==> config.mk <==
export PLATFORM = sky130hd
export DESIGN_NAME = piso_serializer
export DESIGN_NICKNAME = d
export VERILOG_FILES = /design/src/rtl/piso_serializer.sv
export SDC_FILE = /design/constraint.sdc
export NUM_CORES = 1
export LEC_CHECK = 0
export CORE_MARGIN = 5
export CORE_UTILIZATION = 51
export CTS_BUF_LIST = sky130_fd_sc_hd__clkbuf_4 sky130_fd_sc_hd__clkbuf_8
export DETAILED_ROUTE_END_ITERATION = 8
export HOLD_SLACK_MARGIN = 0.06
export PLACE_DENSITY = 0.8
export REMOVE_ABC_BUFFERS = 1
export SLEW_MARGIN = 15
export SYNTH_ARGS = -nofsm -noshare
export SYNTH_HDL_FRONTEND = slang
export SYNTH_SLANG_ARGS = --single-unit
export TNS_END_PERCENT = 50
==> constraint.sdc <==
create_clock -name clk -period 2 [get_ports clk]
set_input_delay 0.2 -clock clk [delete_from_list [all_inputs] [get_ports clk]]
set_output_delay 0.2 -clock clk [all_outputs]
set_load 0.01 [all_outputs]
==> src/rtl/piso_serializer.sv <==
// piso_serializer
//   Parallel-in/serial-out serializer. A WIDTH-bit word is captured on an
//   edge where load=1 and ready=1. It is then shifted out one bit per clock,
//   with ser_valid qualifying each bit. A one-cycle done pulse follows the
//   last bit, and after that the block returns to idle.
//
// Ports
//   clk        system clock; all state changes on the rising edge
//   reset_n    synchronous active-low reset
//   load       request to accept d_in (honoured only while ready=1)
//   d_in       parallel word, sampled on the accepting edge
//   ready      1 = idle, a load will be accepted
//   ser_out    current serial bit, forced to 0 when ser_valid=0
//   ser_valid  1 = ser_out carries a data bit this cycle
//   done       one-cycle pulse in the cycle after the last bit
//
// Parameters
//   WIDTH      bits per word (2..32)
//   MSB_FIRST  1 = bit WIDTH-1 leaves first, 0 = bit 0 leaves first

module piso_serializer #(
    parameter int WIDTH     = 8,
    parameter bit MSB_FIRST = 1'b1
) (
    input  logic             clk,
    input  logic             reset_n,
    input  logic             load,
    input  logic [WIDTH-1:0] d_in,
    output logic             ready,
    output logic             ser_out,
    output logic             ser_valid,
    output logic             done
);

    localparam int CW = (WIDTH > 2) ? $clog2(WIDTH) : 1;
    localparam logic [CW-1:0] LAST_BIT = CW'(WIDTH - 1);

    typedef enum logic [1:0] {
        IDLE  = 2'd0,
        SHIFT = 2'd1,
        DONE  = 2'd2
    } state_t;

    state_t           state_reg;
    logic [WIDTH-1:0] shift_reg;
    logic [CW-1:0]    count_reg;
    logic             ready_reg;
    logic             valid_reg;
    logic             done_reg;

    logic [WIDTH-1:0] shift_next;
    logic             head;

    // The shift register moves one place toward its head every SHIFT cycle.
    // The tail end is zero-filled, so the register is empty once the word
    // has left.
    genvar gi;
    generate
        for (gi = 0; gi < WIDTH; gi++) begin : g_shift
            if (MSB_FIRST) begin : g_msb
                if (gi == 0) begin : g_fill
                    assign shift_next[gi] = 1'b0;
                end else begin : g_move
                    assign shift_next[gi] = shift_reg[gi-1];
                end
            end else begin : g_lsb
                if (gi == WIDTH - 1) begin : g_fill
                    assign shift_next[gi] = 1'b0;
                end else begin : g_move
                    assign shift_next[gi] = shift_reg[gi+1];
                end
            end
        end

        if (MSB_FIRST) begin : g_head_msb
            assign head = shift_reg[WIDTH-1];
        end else begin : g_head_lsb
            assign head = shift_reg[0];
        end
    endgenerate

    // One FSM block. The status flags are registered alongside the state,
    // so no input reaches an output combinationally.
    always_ff @(posedge clk) begin
        if (!reset_n) begin
            state_reg <= IDLE;
            shift_reg <= '0;
            count_reg <= '0;
            ready_reg <= 1'b1;
            valid_reg <= 1'b0;
            done_reg  <= 1'b0;
        end else begin
            case (state_reg)
                IDLE: begin
                    if (load) begin
                        shift_reg <= d_in;
                        count_reg <= '0;
                        state_reg <= SHIFT;
                        ready_reg <= 1'b0;
                        valid_reg <= 1'b1;
                    end
                end

                SHIFT: begin
                    shift_reg <= shift_next;
                    // The counter stops at the last bit index rather than wrapping.
                    if (count_reg == LAST_BIT) begin
                        state_reg <= DONE;
                        valid_reg <= 1'b0;
                        done_reg  <= 1'b1;
                    end else begin
                        count_reg <= count_reg + 1'b1;
                    end
                end

                DONE: begin
                    state_reg <= IDLE;
                    done_reg  <= 1'b0;
                    ready_reg <= 1'b1;
                end

                default: begin
                    state_reg <= IDLE;
                    ready_reg <= 1'b1;
                    valid_reg <= 1'b0;
                    done_reg  <= 1'b0;
                end
            endcase
        end
    end

    assign ready     = ready_reg;
    assign ser_valid = valid_reg;
    assign done      = done_reg;
    // Gated so that the line idles at 0 outside the data cycles.
    assign ser_out   = valid_reg & head;

endmodule

==> results by stage <==
Clock tree:
- After clock tree synthesis, the flow added hold-fix buffers numbering 0.
- The total of cells resized after clock tree synthesis is 0.
- The clock-pin slew reported for the worst setup and hold paths after clock tree synthesis is 80 ps.
- Clock tree synthesis inserted a total of 3 buffers.
- The cell at the root of the clock tree is clkbuf_4.
- Clock latency on the worst-skew pair, taken at its later pin, is ~270 ps.
- The tree built by TritonCTS fans out to 16 sinks.
- The number of buffers added for setup after CTS is 0.
- TritonCTS built the clock tree.
- The clock passes through at most 2 buffers.
- The number of levels in the clock H-tree is 1.

Logic synthesis:
- Synthesis instantiated 23 different standard cells from the library.
- Sorting the synthesized cells by area gives the leading types as dfxtp_1 (45%), mux2i_1 (9.8%), o211a_1 (9.8%).
- The summed instance area of the synthesized netlist is about 710 µm².
- The share of synthesized area in the top cell type comes to 0.4483.
- The total of flip-flops plus latches after synthesis is 16.
- The largest area contributor in the netlist is dfxtp_1.
- The mean area per synthesized cell is roughly 10 µm².
- Synthesis produced a netlist whose cell count is 69.
- For this run, the register share of the synthesized area comes to 0.4483.
- The count of synthesis-stage warnings from yosys is 0.

STA:
- Setup repair after global routing left no endpoint under its margin.
- The final clock period utilization by the worst path is 0.7505.
- The number of pins with negative max-slew slack in the final report is 0.
- The worst setup slack after layout is 499.0 ps.
- The routed design could run at a clock period as short as roughly 1500 ps.
- Setup violations remaining at the end of the flow were counted as 0.
- The final worst hold slack is around 460 ps.
- Summed over all failing endpoints, the final setup total negative slack is 0 ps.
- The clock arrives with approximately 0.66 ps of skew.
- The transition time of the tightest slew-check pin is around 270 ps.
- The fmax is ~670 MHz.
- The final count of hold timing violations was 0.
- Measured against its own limit, the worst slew margin works out to 0.8211.

Floorplanning:
- 15 I/O pins were placed.
- The floorplan step defined a die boundary enclosing between 2000 and 2500 µm².
- The standard-cell row count is 13.
- The floorplan step set the die width to 47.43 µm.
- The effective utilization at floorplan is 0.5423.
- The die span in y is between 40 and 50 µm.
- The area inside the core boundary is 1318 µm².

Critical path:
- The worst endpoint required time is roughly 1800 ps.
- The worst register-to-register path ends at count_reg[1]$_SDFFE_PN0P_.
- The critical path crosses 2 cells after its start point.
- The slowest cell on the critical path is clkdlybuf4s50_1.
- The beginning of the worst register-to-register path is count_reg[0]$_SDFFE_PN0P_.
- The type of destination of the critical path is an output port.
- Counting cells, the worst reg-to-reg path comes to 5.
- The dominant delay contributor by cell family on the critical path is buffers and inverters.
- Of all nets on the critical path, the largest fanout is 4.
- The arrival time of data at the critical path endpoint is approximately 1300 ps.
- The critical path goes through and2_1 -> clkdlybuf4s50_1.
- The worst setup path is of the flop to output port kind.
- The setup slack of the most critical reg-to-reg path is approximately 500 ps.
- The delay contributed by the slowest stage of the critical path is between 500 and 600 ps.
- The sort of element at the start of the critical path is a flop.
- Counting both buffers and inverters, the worst setup path holds a total of 1.

Placement:
- Buffers placed on the I/O ports in this run total 14.
- The number of placed instances, taps included, is 96.
- In this run the cell area measured after placement is around 850 µm².
- Prior to clock tree synthesis, the placed netlist has a worst setup slack of about 520 ps.
- The final RePlAce weighted congestion is 0.7098.

Global routing:
- Entering global routing, the biggest net connects 15 pins.
- The number of antenna violations at the first check in global routing is 0.
- The first global-routing pass estimated ~2000 µm of wire.
- The total routing resource utilization after global routing is 0.1329.
- The overflow left after global routing is 0.
- The via count of the first global-routing pass is 479.

Route:
- The detailed-route vias per instance is around 5.4.
- The number of optimization iterations in the first detailed-route pass is 4.
- The sum of routed wire length over all layers is between 1000 and 1500 µm.
- The via count of the routed design is roughly 540.
- After detailed routing, the average wire length per cell comes to around 12 µm.
- The starting DRC count in detailed routing is 4.
- In the routed design, unresolved DRC markers number 0.
- Once detail routing completed, the nets flagged for antenna violations numbered 0.

Hold path:
- The hold path endpoint is ready$_SDFFE_PN1P_.
- The worst min-delay path category is flop to flop.
- The number of stages on the worst hold path is 1.
- In this run the most critical hold path is launched from ready$_SDFFE_PN1P_.

Layout:
- The area growth from synthesis to layout is 22.77%.
- The diode insertion count for antenna repair is 0.
- At the end of the flow, the number of nets in the layout was 99.
- Leaving out fill and tap cells, the most frequent cell in the layout is dfxtp_1.
- Of the cells placed in the final design, the portion with a size suffix greater than 1 is 0.08333.
- The final cell count without fillers is just under 100.
- The final design instance area without fill is 877.1 µm².
- The library cells used most frequently in the layout, excluding fill and tap cells, are dfxtp_1 (16), clkdlybuf4s50_1 (14), nand2_1 (9).
- The number of flip-flops under the largest register name is 8.
- The utilization of the core after routing is 0.6657.

Power and ir drop:
- The maximum vdd ir drop is about 0.00055 V.
- The analysis attributes to cell leakage a power of roughly 0.42 nW.
- The overall power of the completed layout is about 620 µW.
- The power per unit of standard cell area is between 700 and 800 nW/µm².

Run:
- The count of maximum capacitance violations is 0.

Outcome:
- The flow ran to the end, and the final reports show no timing, DRC or antenna violations.
-- worst max-delay path by stage --
stage | start | end | slack [ps]
after global placement | count_reg[0]$_SDFFE_PN0P_ | count_reg[1]$_SDFFE_PN0P_ | 550
after global routing | ser_valid$_SDFFE_PN0P_ | ser_out | 420
after detailed placement | count_reg[0]$_SDFFE_PN0P_ | count_reg[2]$_SDFFE_PN0P_ | 520
after floorplan | count_reg[0]$_SDFFE_PN0P_ | count_reg[1]$_SDFFE_PN0P_ | 570
after CTS | ser_valid$_SDFFE_PN0P_ | ser_out | 480
final | ser_valid$_SDFFE_PN0P_ | ser_out | 500
-- cell usage after synthesis, drive strengths merged --
library cell  count
buf               3
a21oi             2
nor2b             1
o211a             7
o21ai             1
nand2             9
nor3              1
nand2b            3
nand3b            1
nor2              5
a21o              2
ha                2
clkbuf            1
o21ba             1
and2              1
o21bai            1
mux2i             7
a32o              2
dfxtp            16
a21boi            2
a31o              1
-- per-layer routing --
| layer | up-vias | track usage | wire length, µm |
|---|---|---|---|
| met5 | - | 0 | 0 |
| met4 | 0 | 0.09945 | 33 |
| met3 | 4 | 0.03383 | 53 |
| met2 | 8 | 0.2139 | 621 |
| met1 | 247 | 0.1501 | 520 |
| li1 | 278 | - | - |
-- report_power, final --
group | switching (mW) | leakage [nW] | internal (mW)
clock | 0.0885 | 0.0138 | 0.0698
combinational | 0.0442 | 0.272 | 0.0642
sequential | 0.0141 | 0.132 | 0.341
total | 0.147 | 0.418 | 0.475
-- cell type report --
| class | count | area (µm²) |
|---|---|---|
| fill | 109 | 440.4 |
| multi-input combinational | 49 | 360.3 |
| sequential | 16 | 320.3 |
| timing repair buffer | 16 | 155.1 |
| clock buffer | 3 | 22.52 |
| tap | 15 | 18.77 |
-- logic make-up after synthesis --
family | synth area share
buf+inv | 0.04728
fa+ha+maj | 0.03502
simple gates | 0.1454
mux | 0.09808
flops | 0.4483
compound gates | 0.2259
No activity file was read; power rests on OpenSTA's default activity.
